--- config.mk ---
export PLATFORM = sky130hd
export DESIGN_NAME = rr_grant_ctrl
export DESIGN_NICKNAME = d
export VERILOG_FILES = /design/src/rtl/rr_grant_ctrl_pkg.sv /design/src/rtl/rr_prio_enc4.sv /design/src/rtl/rr_grant_ctrl.sv
export SDC_FILE = /design/constraint.sdc
export NUM_CORES = 1
export LEC_CHECK = 0
export CAP_MARGIN = 20
export CORE_UTILIZATION = 44
export DETAILED_ROUTE_END_ITERATION = 10
export PLACE_DENSITY = 0.71
export SLEW_MARGIN = 20
export SYNTH_ARGS = -nofsm -noshare
export SYNTH_HDL_FRONTEND = slang
export SYNTH_SLANG_ARGS = --single-unit
--- constraint.sdc ---
create_clock -name clk -period 1.79 [get_ports clk]
set_input_delay 0.537 -clock clk [delete_from_list [all_inputs] [get_ports clk]]
set_output_delay 0.537 -clock clk [all_outputs]
set_load 0.02 [all_outputs]
--- src/rtl/rr_grant_ctrl_pkg.sv ---
// Shared types and constants for the four-requester round-robin grant controller.
package rr_grant_ctrl_pkg;

   localparam int NREQ             = 4;
   localparam int IDX_W            = 2;
   localparam int MAX_HOLD_DEFAULT = 8;

   typedef enum logic {
      ST_IDLE  = 1'b0,
      ST_GRANT = 1'b1
   } state_t;

   function automatic logic [NREQ-1:0] idx_to_onehot(input logic [IDX_W-1:0] idx);
      return NREQ'(1) << idx;
   endfunction

endpackage

--- src/rtl/rr_prio_enc4.sv ---
// Rotating-priority encoder: searches ptr+1, ptr+2, ptr+3, ptr (mod 4) for the first request.
module rr_prio_enc4
   import rr_grant_ctrl_pkg::*;
(
   input  logic [NREQ-1:0]  req,
   input  logic [IDX_W-1:0] ptr,
   output logic [IDX_W-1:0] win_idx,
   output logic             any_req
);

   logic [IDX_W-1:0] cand;

   // Walk from the lowest priority slot to the highest so the last hit is the winner.
   always_comb begin
      win_idx = ptr;
      cand    = ptr;
      any_req = |req;
      for (int i = NREQ; i >= 1; i--) begin
         cand = ptr + IDX_W'(i);
         if (req[cand]) begin
            win_idx = cand;
         end
      end
   end

endmodule

--- src/rtl/rr_grant_ctrl.sv ---
// Round-robin arbiter with grant hold while requested and a forced release after MAX_HOLD cycles.
module rr_grant_ctrl
   import rr_grant_ctrl_pkg::*;
#(
   parameter int MAX_HOLD = MAX_HOLD_DEFAULT,
   parameter int CNT_W    = 4
) (
   input  logic             clk,
   input  logic             rst,
   input  logic [NREQ-1:0]  req,
   output logic [NREQ-1:0]  gnt,
   output logic [IDX_W-1:0] gnt_idx,
   output logic             gnt_valid
);

   state_t           state_reg;
   logic [IDX_W-1:0] ptr_reg;
   logic [CNT_W-1:0] hold_cnt_reg;
   logic [NREQ-1:0]  gnt_reg;
   logic [IDX_W-1:0] gnt_idx_reg;
   logic             gnt_valid_reg;

   logic [IDX_W-1:0] arb_ptr;
   logic [IDX_W-1:0] win_idx;
   logic             any_req;
   logic             hold_ok;

   // While granting, re-arbitration starts after the current holder, so the holder comes last.
   assign arb_ptr = (state_reg == ST_GRANT) ? gnt_idx_reg : ptr_reg;

   assign hold_ok = req[gnt_idx_reg] &&
                    ((MAX_HOLD == 0) || (hold_cnt_reg < CNT_W'(MAX_HOLD)));

   rr_prio_enc4 u_enc (
      .req     (req),
      .ptr     (arb_ptr),
      .win_idx (win_idx),
      .any_req (any_req)
   );

   always_ff @(posedge clk) begin
      if (rst) begin
         state_reg     <= ST_IDLE;
         ptr_reg       <= IDX_W'(NREQ - 1);
         hold_cnt_reg  <= '0;
         gnt_reg       <= '0;
         gnt_idx_reg   <= '0;
         gnt_valid_reg <= 1'b0;
      end else begin
         case (state_reg)
            ST_IDLE: begin
               if (any_req) begin
                  state_reg     <= ST_GRANT;
                  gnt_idx_reg   <= win_idx;
                  gnt_reg       <= idx_to_onehot(win_idx);
                  gnt_valid_reg <= 1'b1;
                  hold_cnt_reg  <= CNT_W'(1);
               end
            end
            ST_GRANT: begin
               if (hold_ok) begin
                  if (hold_cnt_reg != '1) begin
                     hold_cnt_reg <= hold_cnt_reg + CNT_W'(1);
                  end
               end else begin
                  ptr_reg <= gnt_idx_reg;
                  if (any_req) begin
                     gnt_idx_reg  <= win_idx;
                     gnt_reg      <= idx_to_onehot(win_idx);
                     hold_cnt_reg <= CNT_W'(1);
                  end else begin
                     // gnt_idx deliberately keeps the last served index when going idle.
                     state_reg     <= ST_IDLE;
                     gnt_reg       <= '0;
                     gnt_valid_reg <= 1'b0;
                     hold_cnt_reg  <= '0;
                  end
               end
            end
            default: begin
               state_reg <= ST_IDLE;
            end
         endcase
      end
   end

   assign gnt       = gnt_reg;
   assign gnt_idx   = gnt_idx_reg;
   assign gnt_valid = gnt_valid_reg;

endmodule

==> out/qor.csv <==
stage,metric,value,unit
final_layout,highest-count cells in the layout ignoring fill and taps,"20 x buf_4, 12 x dfxtp_1, 8 x nand2_1, 8 x nor2_1",
sta,final hold violation count,0,
logic_synthesis,Seq cells post-synth,14,
setup_path,Slowest cell on crit path,or3_1,
setup_path,crit-path max FO,5,
final_layout,Post-Layout Cell Count,127,
sta,Final Setup Violations,0,
run,count of max-cap constraint violations,0,
power,Power Dens Cells,854.9,nW/um2
drt,drt via density,5.433,
logic_synthesis,Synth Cell Area,721.9,um2
cts,clock transition at the registers of the reported paths,0.07,ns
sta,Slew @ Worst Pin,0.3797,ns
drt,Post-DRT Antenna Nets,0,
die,initial core utilization,47.37,%
place,Post-Place Worst Slack,-0.4971,ns
global_routing,antenna violations before repair,0,
drt,drt pass-1 iters,4,
global_routing,GR Overflow Total,0,
power,total power,862.1,uW
die,die width,42.51,um
drt,Starting DRT DRC Count,8,
setup_path,Buf/Inv on CP,1,
power,internal power,592.8,uW
setup_path,Crit. End Element,register,
cts,Clock Sink Count,14,
place,GPL Wtd Cong,0.8038,
final_layout,P&R area growth vs syn,39.69,%
setup_path,Worst setup SP type,register,
power,Max rail drop VDD,0.6016,mV
logic_synthesis,Synth Warn #,0,
cts,CTS Buffer Depth,2,
logic_synthesis,cells after synthesis,79,
power,NetSw,269.3,uW
logic_synthesis,Most used DFF post-synth,dfxtp_1,
setup_path,crit path cell chain,buf_4 -> mux2_2 -> a21boi_0 -> or3_1 -> a32o_1,
outcome,run status,finished clean,
power,Clk pwr share,20.2,%
final_layout,fin util,66.17,%
sta,relative slew slack,74.42,%
final_layout,# diodes,0,
logic_synthesis,sequential share of the synthesized area,38.82,%
cts,H-tree lvl count,1,
die,Row Count,14,
die,Die H,42.51,um
sta,final slew viol count,0,
sta,setup TNS,0,ns
power,static leakage,0.5171,nW
drt,final wirelength,1584,um
final_layout,"commonest non-fill, non-tap cell in the layout",buf_4,
logic_synthesis,ys async rst share,0,%
cts,CTS tree,built,
global_routing,vias in the first global route,680,
place,DP Cell Count,123,
die,DIE AREA,1807,um2
global_routing,Overall Global Routing Usage,19.91,%
sta,RSZ-0062 raised after global routing,false,
setup_path,CP Class,register to register,
setup_path,WP data arrival,1.92,ns
setup_path,"CP delay by family, top",compound AO/OA/AOI/OAI gates,
logic_synthesis,Post-synth EDFFs,0,
setup_path,crit-path max cell delay,0.43,ns
drt,wire per inst,12.47,um
sta,fmax,572.5,MHz
die,IO Count,13,
sta,Max Clock Skew,0.002263,ns
die,core area,1524,um2
global_routing,first-pass GRT wire length,2663,um
power,Sw Share,31.24,%
cts,Num CTS Buffers,3,
sta,Period minus WS final,1.747,ns
cts,clk root buf,clkbuf_4,
cts,hold buffers post-CTS,0,
drt,DRC viols,0,
power,sequential share of power,42.8,%
final_layout,share of cells above drive strength 1,32.43,%
global_routing,largest net degree at the start of global routing,8,
cts,worst-skew pair later-pin latency,0.28,ns
logic_synthesis,"Avg Cell Area, Syn",9.139,um2
logic_synthesis,distinct cell type count of the synthesized netlist,30,
min_path,hold crit path type,register to register,
logic_synthesis,syn_nets,86,
final_layout,fin nets,120,
sta,Final Worst Setup Slack,0.04326,ns
sta,crit share post-route,97.58,%
place,dpl hpwl,1202,um
power,Logic pwr share,37.0,%
place,number of port buffers,12,
setup_path,WP data required,1.96,ns
drt,Vias,690,
-- repair_timing --
| action | in CTS | in global routing |
|---|---|---|
| buffers inserted | 1 | 0 |
| pin swaps | 6 | 1 |
| gates resized for setup | 18 | 7 |
| endpoints found under the setup margin | 12 | 9 |
-- layout make-up --
type                       count  area (um2)
tap                           16       20.02
clock buffer                   3       22.52
inverter                       4       15.01
multi-input combinational     58       410.4
sequential                    14       282.8
timing repair buffer          32       257.7
fill                         124       515.5
-- cells in the mapped netlist (2+ instances only) --
cell type | count | area share (%)
a32o_1 | 4 | 5.5
a21oi_1 | 3 | 2.1
nor2b_1 | 2 | 1.7
o21ai_0 | 4 | 2.8
nor2_1 | 8 | 4.2
mux2_2 | 2 | 3.1
mux2i_1 | 4 | 5.5
nor3_1 | 2 | 1.4
nand2_1 | 8 | 4.2
dfxtp_1 | 14 | 39
buf_2 | 2 | 1.4
inv_1 | 4 | 2.1
nor4_1 | 2 | 1.7
nand3_1 | 3 | 2.1
a211oi_1 | 2 | 2.1
-- metal layers --
layer	track usage, %	up-vias	part of all wire, %
li1	-	353	-
met1	24.93	319	49
met2	31.69	13	45
met3	5.172	5	3.7
met4	9.375	0	2.3
met5	0	-	0
-- cell families (layout without fill, tap and decap cells) --
| logic type | count (synthesis) | after routing | share of synthesized area [%] |
|---|---|---|---|
| AOI/OAI and AO/OA | 19 | 19 | 19.41 |
| and+or+nand+nor | 31 | 31 | 23.22 |
| buffers and inverters | 7 | 39 | 5.025 |
| adders and majority gates | 1 | 1 | 1.733 |
| DFF | 14 | 14 | 38.82 |
| muxes | 7 | 7 | 11.78 |
-- worst reg2reg max path, cell delays in order, from the launching register on --
cell and delay (ns):
dfxtp_2 0.33, buf_4 0.14, mux2_2 0.31, a21boi_0 0.15
or3_1 0.43, a32o_1 0.28
-- power groups by stage --
stage,combinational (mW),clock (mW),sequential [mW]
4_1_cts,0.319,0.175,0.369
3_3_place_gp,0.318,0,0.376
6_report,0.319,0.174,0.369
2_1_floorplan,0.159,0,0.401
3_5_place_dp,0.321,0,0.376
5_1_grt,0.345,0.192,0.374
-- worst paths after layout --
path	slack, ns	to	cells past startpoint	startpoint
worst max register to register	0.04	gnt[0]	5	gnt_idx[1]
worst min register to register	0.47	gnt[3]	1	gnt[3]
worst max-delay path	0.04	gnt[0]	5	gnt_idx[1]
worst min-delay path	0.47	gnt[3]	1	gnt[3]
-- metrics by stage --
stage / hold WS [ns] / area, um2
after global placement: 0.4487 / 984.7
after CTS: 0.4760 / 993.5
after global routing: 0.5025 / 1008
final: 0.4671 / 1008
after detailed placement: 0.4582 / 984.7
after floorplan: 0.4354 / 723.2
No activity file was read; power rests on OpenSTA's default activity.
